<file path="src/rtl/imem_dmem_arbiter_if.sv">
// Shared memory-port bundle between fetch, load/store unit, and the memory wrapper.
// slave = arbiter side, master = pipeline/memory environment side.
interface imem_dmem_arbiter_if #(
  parameter int AW = 32,
  parameter int DW = 32
);
  logic            i_flush;
  logic            if_req;
  logic [AW-1:0]   if_addr;
  logic            if_gnt;
  logic            if_rvalid;
  logic [DW-1:0]   if_rdata;
  logic            ls_req;
  logic            ls_we;
  logic [DW/8-1:0] ls_be;
  logic [AW-1:0]   ls_addr;
  logic [DW-1:0]   ls_wdata;
  logic            ls_gnt;
  logic            ls_rvalid;
  logic [DW-1:0]   ls_rdata;
  logic            mem_req;
  logic            mem_we;
  logic [DW/8-1:0] mem_be;
  logic [AW-1:0]   mem_addr;
  logic [DW-1:0]   mem_wdata;
  logic            mem_gnt;
  logic            mem_rvalid;
  logic [DW-1:0]   mem_rdata;

  modport slave (
    input  i_flush,
    input  if_req, if_addr,
    output if_gnt, if_rvalid, if_rdata,
    input  ls_req, ls_we, ls_be, ls_addr, ls_wdata,
    output ls_gnt, ls_rvalid, ls_rdata,
    output mem_req, mem_we, mem_be, mem_addr, mem_wdata,
    input  mem_gnt, mem_rvalid, mem_rdata
  );

  modport master (
    output i_flush,
    output if_req, if_addr,
    input  if_gnt, if_rvalid, if_rdata,
    output ls_req, ls_we, ls_be, ls_addr, ls_wdata,
    input  ls_gnt, ls_rvalid, ls_rdata,
    input  mem_req, mem_we, mem_be, mem_addr, mem_wdata,
    output mem_gnt, mem_rvalid, mem_rdata
  );
endinterface

</file>
<file path="src/rtl/imem_dmem_arbiter.sv">
// Fetch / load-store arbiter for one memory port, LS priority with fetch starvation guard.
// Optional ARB_BACK2BACK_EN: re-arbitrate during the response cycle for one transaction per cycle.
//
// state    | meaning
// ---------+----------------------------------------------------------
// IDLE     | no transaction outstanding, arbitrating pending requests
// WAIT_RSP | one transaction issued, waiting for mem_rvalid
module imem_dmem_arbiter #(
  parameter int AW           = 32,
  parameter int DW           = 32,
  parameter int STARVE_LIMIT = 4
) (
  input logic                clk,
  input logic                rst_n,
  imem_dmem_arbiter_if.slave bus
);

  localparam int CW = $clog2(STARVE_LIMIT + 1);

  typedef enum logic {IDLE, WAIT_RSP} state_t;

  state_t        state_q, state_d;
  logic          owner_q, owner_d;     // 1 = LS
  logic          drop_q, drop_d;
  logic [CW-1:0] starve_q, starve_d;

  logic starved, sel_ls, sel_if, arb_en, grant, rsp;

  always_comb begin
    starved = bus.if_req && (starve_q == CW'(STARVE_LIMIT));
    sel_ls  = bus.ls_req && !starved;
    sel_if  = bus.if_req && !sel_ls;
`ifdef ARB_BACK2BACK_EN
    arb_en  = (state_q == IDLE) || bus.mem_rvalid;
`else
    arb_en  = (state_q == IDLE);
`endif
  end

  // Outputs are forced low while reset is held since the reset is synchronous.
  always_comb begin
    bus.mem_req   = rst_n && arb_en && (bus.ls_req || bus.if_req);
    bus.mem_we    = 1'b0;
    bus.mem_be    = '1;
    bus.mem_addr  = bus.if_addr;
    bus.mem_wdata = '0;
    if (sel_ls) begin
      bus.mem_we    = bus.ls_we;
      bus.mem_be    = bus.ls_be;
      bus.mem_addr  = bus.ls_addr;
      bus.mem_wdata = bus.ls_wdata;
    end
    grant         = bus.mem_req && bus.mem_gnt;
    bus.ls_gnt    = grant && sel_ls;
    bus.if_gnt    = grant && sel_if;
    rsp           = rst_n && (state_q == WAIT_RSP) && bus.mem_rvalid;
    bus.if_rvalid = rsp && !owner_q && !drop_q && !bus.i_flush;
    bus.ls_rvalid = rsp && owner_q;
    bus.if_rdata  = bus.mem_rdata;
    bus.ls_rdata  = bus.mem_rdata;
  end

  always_comb begin
    state_d = state_q;
    owner_d = owner_q;
    drop_d  = drop_q;
    case (state_q)
      IDLE: begin
        if (grant) begin
          state_d = WAIT_RSP;
          owner_d = sel_ls;
          drop_d  = 1'b0;
        end
      end
      WAIT_RSP: begin
        if (bus.i_flush && !owner_q) drop_d = 1'b1;
        if (bus.mem_rvalid) begin
          if (grant) begin
            owner_d = sel_ls;
            drop_d  = 1'b0;
          end else begin
            state_d = IDLE;
          end
        end
      end
      default: state_d = IDLE;
    endcase
  end

  always_comb begin
    starve_d = starve_q;
    if (!bus.if_req || bus.if_gnt)
      starve_d = '0;
    else if (bus.ls_gnt && (starve_q != CW'(STARVE_LIMIT)))
      starve_d = starve_q + CW'(1);
  end

  always_ff @(posedge clk) begin
    if (!rst_n) begin
      state_q  <= IDLE;
      owner_q  <= 1'b0;
      drop_q   <= 1'b0;
      starve_q <= '0;
    end else begin
      state_q  <= state_d;
      owner_q  <= owner_d;
      drop_q   <= drop_d;
      starve_q <= starve_d;
    end
  end

endmodule

</file>
<file path="src/flat_wrapper.sv">
// flat-port wrapper written by rule: the top's interface ports become plain ports
module imem_dmem_arbiter_flat 
#(
  parameter int AW           = 32,
  parameter int DW           = 32,
  parameter int STARVE_LIMIT = 4
)
  (clk, rst_n, bus_i_flush, bus_if_req, bus_if_addr, bus_if_gnt, bus_if_rvalid, bus_if_rdata, bus_ls_req, bus_ls_we, bus_ls_be, bus_ls_addr, bus_ls_wdata, bus_ls_gnt, bus_ls_rvalid, bus_ls_rdata, bus_mem_req, bus_mem_we, bus_mem_be, bus_mem_addr, bus_mem_wdata, bus_mem_gnt, bus_mem_rvalid, bus_mem_rdata);
  imem_dmem_arbiter_if #(.AW(AW), .DW(DW)) bus_i ();
  input logic clk;
  input logic rst_n;
  input wire logic [$bits(bus_i.i_flush)-1:0] bus_i_flush;
  input wire logic [$bits(bus_i.if_req)-1:0] bus_if_req;
  input wire logic [$bits(bus_i.if_addr)-1:0] bus_if_addr;
  output wire logic [$bits(bus_i.if_gnt)-1:0] bus_if_gnt;
  output wire logic [$bits(bus_i.if_rvalid)-1:0] bus_if_rvalid;
  output wire logic [$bits(bus_i.if_rdata)-1:0] bus_if_rdata;
  input wire logic [$bits(bus_i.ls_req)-1:0] bus_ls_req;
  input wire logic [$bits(bus_i.ls_we)-1:0] bus_ls_we;
  input wire logic [$bits(bus_i.ls_be)-1:0] bus_ls_be;
  input wire logic [$bits(bus_i.ls_addr)-1:0] bus_ls_addr;
  input wire logic [$bits(bus_i.ls_wdata)-1:0] bus_ls_wdata;
  output wire logic [$bits(bus_i.ls_gnt)-1:0] bus_ls_gnt;
  output wire logic [$bits(bus_i.ls_rvalid)-1:0] bus_ls_rvalid;
  output wire logic [$bits(bus_i.ls_rdata)-1:0] bus_ls_rdata;
  output wire logic [$bits(bus_i.mem_req)-1:0] bus_mem_req;
  output wire logic [$bits(bus_i.mem_we)-1:0] bus_mem_we;
  output wire logic [$bits(bus_i.mem_be)-1:0] bus_mem_be;
  output wire logic [$bits(bus_i.mem_addr)-1:0] bus_mem_addr;
  output wire logic [$bits(bus_i.mem_wdata)-1:0] bus_mem_wdata;
  input wire logic [$bits(bus_i.mem_gnt)-1:0] bus_mem_gnt;
  input wire logic [$bits(bus_i.mem_rvalid)-1:0] bus_mem_rvalid;
  input wire logic [$bits(bus_i.mem_rdata)-1:0] bus_mem_rdata;
  assign bus_i.i_flush = bus_i_flush;
  assign bus_i.if_req = bus_if_req;
  assign bus_i.if_addr = bus_if_addr;
  assign bus_if_gnt = bus_i.if_gnt;
  assign bus_if_rvalid = bus_i.if_rvalid;
  assign bus_if_rdata = bus_i.if_rdata;
  assign bus_i.ls_req = bus_ls_req;
  assign bus_i.ls_we = bus_ls_we;
  assign bus_i.ls_be = bus_ls_be;
  assign bus_i.ls_addr = bus_ls_addr;
  assign bus_i.ls_wdata = bus_ls_wdata;
  assign bus_ls_gnt = bus_i.ls_gnt;
  assign bus_ls_rvalid = bus_i.ls_rvalid;
  assign bus_ls_rdata = bus_i.ls_rdata;
  assign bus_mem_req = bus_i.mem_req;
  assign bus_mem_we = bus_i.mem_we;
  assign bus_mem_be = bus_i.mem_be;
  assign bus_mem_addr = bus_i.mem_addr;
  assign bus_mem_wdata = bus_i.mem_wdata;
  assign bus_i.mem_gnt = bus_mem_gnt;
  assign bus_i.mem_rvalid = bus_mem_rvalid;
  assign bus_i.mem_rdata = bus_mem_rdata;
  imem_dmem_arbiter #(.AW(AW), .DW(DW), .STARVE_LIMIT(STARVE_LIMIT)) u_core (.clk(clk), .rst_n(rst_n), .bus(bus_i));
endmodule
</file>
<file path="config.mk">
export PLATFORM = sky130hd
export DESIGN_NAME = imem_dmem_arbiter_flat
export DESIGN_NICKNAME = d
export VERILOG_FILES = /design/src/rtl/imem_dmem_arbiter_if.sv /design/src/rtl/imem_dmem_arbiter.sv /design/src/flat_wrapper.sv
export SDC_FILE = /design/constraint.sdc
export NUM_CORES = 1
export LEC_CHECK = 0
export ABC_AREA = 1
export BUFFER_PORTS_ARGS = -buffer_cell sky130_fd_sc_hd__buf_4
export CAP_MARGIN = 25
export CORE_AREA = 2 2 108 110
export CTS_CLUSTER_DIAMETER = 120
export CTS_CLUSTER_SIZE = 20
export DETAILED_ROUTE_END_ITERATION = 6
export DIE_AREA = 0 0 110 112
export PLACE_DENSITY_LB_ADDON = 0.12
export SLEW_MARGIN = 20
export SYNTH_ARGS = -nofsm -noshare
export SYNTH_HDL_FRONTEND = slang
export SYNTH_SLANG_ARGS = --single-unit
</file>
<file path="constraint.sdc">
create_clock -name clk -period 3.2 [get_ports clk]
set_clock_uncertainty 0.2 [all_clocks]
set_input_delay 0.16 -clock clk [delete_from_list [all_inputs] [get_ports clk]]
set_output_delay 0.16 -clock clk [all_outputs]
set_load 0.02 [all_outputs]
</file>
* Word level (Yosys, flattened, before mapping) *
Index checks and enable logic that the tools add are counted.

word-level totals
  flip-flop bits (word level) = 6
  input bits = 140
  output and inout bits = 138
  word-level logic and storage cells = 51

cells by class
  add/sub/neg operators = 1
  equality and inequality tests = 4
  multiplexer cells = 15
  bitwise gates (word level) = 2
  reductions and logical operators = 25

operators with widths
  kind                                           count
  two-way mux 32 bit                             2
  logical AND 1 bit                              16
  two-way mux 1 bit                              9
  zero test 1 bit                                6
  one-hot mux 1 bit (2 select lines)             3
  two-way mux 4 bit                              1
  inequality test 2 bit (second input constant)  2
  adder 3 x 1 -> 3 bit (second input constant)   1
  equality test 3 bit (second input constant)    1
  inequality test 3 bit (second input constant)  1
  logical OR 1 bit                               2
  inverter 1 bit                                 2
  OR reduction 2 bit                             1

* Depth between registers and ports, before layout *
  word-level depth = 9
  depth in mapped cells = 8
  mapped depth without buffers = 8

* Worst setup path after synthesis *
OpenSTA, ideal clock, no wires.

  path type = reg-to-output
  start point = register u_core.starve_q[0]
  end point = output bus_mem_wdata[16]
  data arrival time = 1340 ps
  required time = 2840 ps
  slack = 1500 ps
  stages on the path, launching flop included = 8
  cells stage by stage = dfxtp_1 inv_1 ha_1 nand3_2 nand2_4 buf_4 buf_6 nor2_1

between the ends
  cells in the longest elaborated chain, start to end = 5

RTL lines
  element                 line                      RTL
  start, declared         imem_dmem_arbiter.sv:25   logic [CW-1:0] starve_q, starve_d;
  start signal, assigned  imem_dmem_arbiter.sv:108  starve_q <= starve_d;
  equality test 3 bit     imem_dmem_arbiter.sv:30   starved = bus.if_req && (starve_q == CW'(STARVE_LIMIT));
  logical AND 1 bit       imem_dmem_arbiter.sv:30
  zero test 1 bit         imem_dmem_arbiter.sv:31   sel_ls = bus.ls_req && !starved;
  logical AND 1 bit       imem_dmem_arbiter.sv:31
  two-way mux 32 bit      imem_dmem_arbiter.sv:47   if (sel_ls) begin
  end, declared           flat_wrapper.sv:30        output wire logic [$bits(bus_i.mem_wdata)-1:0] bus_mem_wdata;

No other way between the ends.

* Worst setup path in the final report *
  start point = register u_core.starve_q[0]
  end point = output bus_mem_addr[15]

between the ends
  cells in the longest elaborated chain, start to end = 5

RTL lines
  element              line                     RTL
  equality test 3 bit  imem_dmem_arbiter.sv:30
  logical AND 1 bit    imem_dmem_arbiter.sv:30
  zero test 1 bit      imem_dmem_arbiter.sv:31
  logical AND 1 bit    imem_dmem_arbiter.sv:31
  two-way mux 32 bit   imem_dmem_arbiter.sv:47
  end, declared        flat_wrapper.sv:29       output wire logic [$bits(bus_i.mem_addr)-1:0] bus_mem_addr;

No other way between the ends.

==> summary.md <==
| Metric | Value |
|---|---|
| Critical Path End Type | output port |
| Via density per instance | about 3.6 |
| Vias | 1940 |
| Power per cell area | between 200 and 250 mW/mm2 |
| Cell chosen for the clock root | sky130_fd_sc_hd__clkbuf_16 |
| Cell count after synthesis | between 200 and 300 |
| Total length of routed wires | 5.93 mm |
| Min cycle time layout | approximately 2.4 ns |
| Flop-to-flop setup slack | 1.11 ns |
| Length in cells of the worst reg-to-reg path | 8 |
| Violation count after the first detailed-route iteration | between 60 and 70 |
| Leading cell type in the layout, fill and taps excluded | sky130_fd_sc_hd__buf_4 |
| Clk slew on worst S/H paths | around 0.030 ns |
| Number of iterations in the first detailed-routing pass | 4 |
| Number of buffers inserted to repair setup after CTS | 0 |
| Width of the die | roughly 110 um |
| Maximum clock rate | 0.417 GHz |
| Number of sinks driven by the clock tree | 6 |
| Synthesized area | 0.00155 mm2 |
| Global-route wire length before repair | ~8.5 mm |
| Start point of the critical path | u_core.starve_q[0] |
| Fraction of the cycle the final worst path needs | ~75% |
| Synthesis-stage register bit count | 6 |
| Endpoint required time on the critical path | 2.84 ns |
| Number of global-route vias before repair | 1746 |
| MaxCap Viol Count | 0 |
| FP Rows | 39 |
| Clock buffer depth | 2 |
| Sequential-to-total area share from yosys stat | 7.75% |
| Slew Limit Fails | 0 |
| Commonest cells after routing, fill and taps aside | sky130_fd_sc_hd__buf_4 (182), sky130_fd_sc_hd__nand2_1 (104), sky130_fd_sc_hd__inv_1 (41) |
| Post-Layout Cell Count | 545 |
| Post-route setup TNS | 0 ns |
| Post-cts resize count | 0 |
| Average footprint of a synthesized cell | 5.34 um2 |
| Clock insertion delay at the later pin of the skew report | about 0.23 ns |
| Setup violation total in the final timing report | 0 |
| Final estimated routing congestion in global placement | approximately 0.76 |
| Number of buffers created by CTS | 3 |
| Transition time at the pin with the least slew margin | ~0.47 ns |
| Count of endpoints failing hold in the final timing report | 0 |
| Net count of the mapped netlist | between 400 and 500 |
| Number of stages on the worst hold path | 3 |
| Unrepaired setup endpoints after global routing | no |
| Class of the tightest hold or removal check | in -> reg |
| Drt drc | 0 |
| Maximum number of pins on one net before global-route repair | 47 |
| Antenna violations before repair | 0 |
| Total I/O pin count | between 200 and 300 |
| Worst setup path endpoint | bus_mem_addr[15] |
| Synth warn | 0 |
| Antenna diode count | 0 |
| Result of the run | finished clean |
| Clock tree from TritonCTS | yes |
| Static leakage power | 0.00162 uW |
| Worst rel slew slack | approximately two thirds |
| Detailed placement HPWL | roughly 4.9 mm |
| Total core area | 0.0112 mm2 |
| Count of buffers inserted at the top-level ports | between 150 and 200 |
| Number of library cell types mapped by synthesis | 21 |
| Worst vdd rail ir drop | between 0.0002 and 0.00025 V |
| Leftover overflow at the end of global routing | 0 |
| Area enclosed by the die boundary | 0.0123 mm2 |
| Post-synthesis to final-layout area growth | 70.4% |
| Share of post-route cells with drive strength above 1 | ~50% |
| Floorplan die height | 112 um |
| Terminus of the critical flop-to-flop path | u_core.starve_q[0] |
| Initial core utilization | 13.9% |
| Worst endpoint data arrival time | slightly above 2 ns |
| Largest fanout of any net on the critical path | 46 |
| Critical R2R Launch | u_core.starve_q[0] |
| Routed length per placed instance | around 11 um |
| Cells after DPL | around 540 |
| Antenna-violating nets left | 0 |
| Classification of the worst setup path | reg -> out |
| Deepest level of the CTS H-tree | 1 |
| Nature of the critical path startpoint | flop |
| Total global routing track utilization | 8.66% |
| Final-stage net count | 546 |
==> cell usage after synthesis <==
library cell,instances,share of area [%]
sky130_fd_sc_hd__nor2_1,36,8.7
sky130_fd_sc_hd__or2_2,4,1.6
sky130_fd_sc_hd__a21oi_1,5,1.6
sky130_fd_sc_hd__inv_2,1,0.24
sky130_fd_sc_hd__buf_2,8,2.6
sky130_fd_sc_hd__nand2_1,104,25
sky130_fd_sc_hd__buf_6,1,0.73
sky130_fd_sc_hd__nand2_4,1,0.73
sky130_fd_sc_hd__a211oi_1,1,0.48
sky130_fd_sc_hd__xor2_1,1,0.57
sky130_fd_sc_hd__dfxtp_1,6,7.8
sky130_fd_sc_hd__nand3_4,1,1.1
sky130_fd_sc_hd__nor2_4,2,1.5
sky130_fd_sc_hd__inv_4,1,0.40
sky130_fd_sc_hd__buf_4,65,32
sky130_fd_sc_hd__nor4_1,1,0.40
sky130_fd_sc_hd__inv_1,41,9.9
sky130_fd_sc_hd__ha_1,2,1.6
sky130_fd_sc_hd__nand2_2,1,0.40
sky130_fd_sc_hd__nand3_2,1,0.65
sky130_fd_sc_hd__nand3_1,7,2.3
==> through the flow <==
step	util (%)	hold slack [ns]	setup slack (ns)	area, um2	power, uW
after floorplan	-	0.123	1.50	1550	356
after detailed placement	22.9	0.120	0.992	2550	442
final	23.6	0.0237	0.804	2640	642
after global placement	22.9	0.120	1.03	2550	444
after global routing	23.6	0.0505	0.588	2640	682
after CTS	23.6	0.0211	0.744	2640	650
==> cell families after synthesis <==
group / share of synthesized area, %
and+or+nand+nor: 42.6
buffers and inverters: 45.4
AOI/OAI and AO/OA: 2.10
DFF: 7.75
adders and majority gates: 1.62
xor gates and xnor gates: 0.566
==> worst max-delay path, stage by stage, from the launching register on <==
cell and delay, ns:
sky130_fd_sc_hd__dfxtp_1 0.32, sky130_fd_sc_hd__inv_1 0.07, sky130_fd_sc_hd__ha_1 0.18, sky130_fd_sc_hd__nand3_2 0.10
sky130_fd_sc_hd__nand2_4 0.37, sky130_fd_sc_hd__buf_4 0.38, sky130_fd_sc_hd__nand2_1 0.13, sky130_fd_sc_hd__nand2_1 0.09
sky130_fd_sc_hd__buf_4 0.13
==> sequential cells by signal, summed over array words and instances, names as in the netlist <==
register         cells
u_core.owner_q       1
u_core.drop_q        1
u_core.starve_q      3
u_core.state_q       1
==> routing by layer <==
metal	GRT usage, %	vias to the layer above	share of wire [%]
li1	-	999	-
met1	8.30	806	33
met2	16.6	106	52
met3	2.05	29	12
met4	4.39	0	4.4
met5	0	-	0
==> what timing repair did <==
item,in CTS,in global routing
hold buffers,1,0
endpoints found under the setup margin,0,0
hold endpoints to repair,1,0
==> cell type report <==
class / count / area (um2)
Timing Repair Buffer: 183 / 1380
Clock buffer: 3 / 75.1
Sequential cell: 6 / 120
Tap cell: 143 / 179
Inverter: 43 / 164
Fill cell: 1282 / 8530
Multi-Input combinational cell: 167 / 726
==> report_power, final <==
| part | internal [uW] | switching [uW] |
|---|---|---|
| clock | 160 | 43.8 |
| sequential | 77.5 | 1.90 |
| combinational | 182 | 176 |
| total | 420 | 222 |
==> worst min path at each step <==
| stage | start | slack (ns) | end |
|---|---|---|---|
| 2_1_floorplan | bus_mem_rvalid | 0.12 | u_core.state_q |
| 3_3_place_gp | bus_mem_rdata[13] | 0.12 | bus_if_rdata[13] |
| 3_5_place_dp | bus_mem_rdata[13] | 0.12 | bus_if_rdata[13] |
| 4_1_cts | rst_n | 0.02 | u_core.drop_q |
| 5_1_grt | bus_i_flush | 0.05 | u_core.drop_q |
| 6_report | rst_n | 0.02 | u_core.drop_q |
Note: power is estimated with default switching activity, not from simulation.
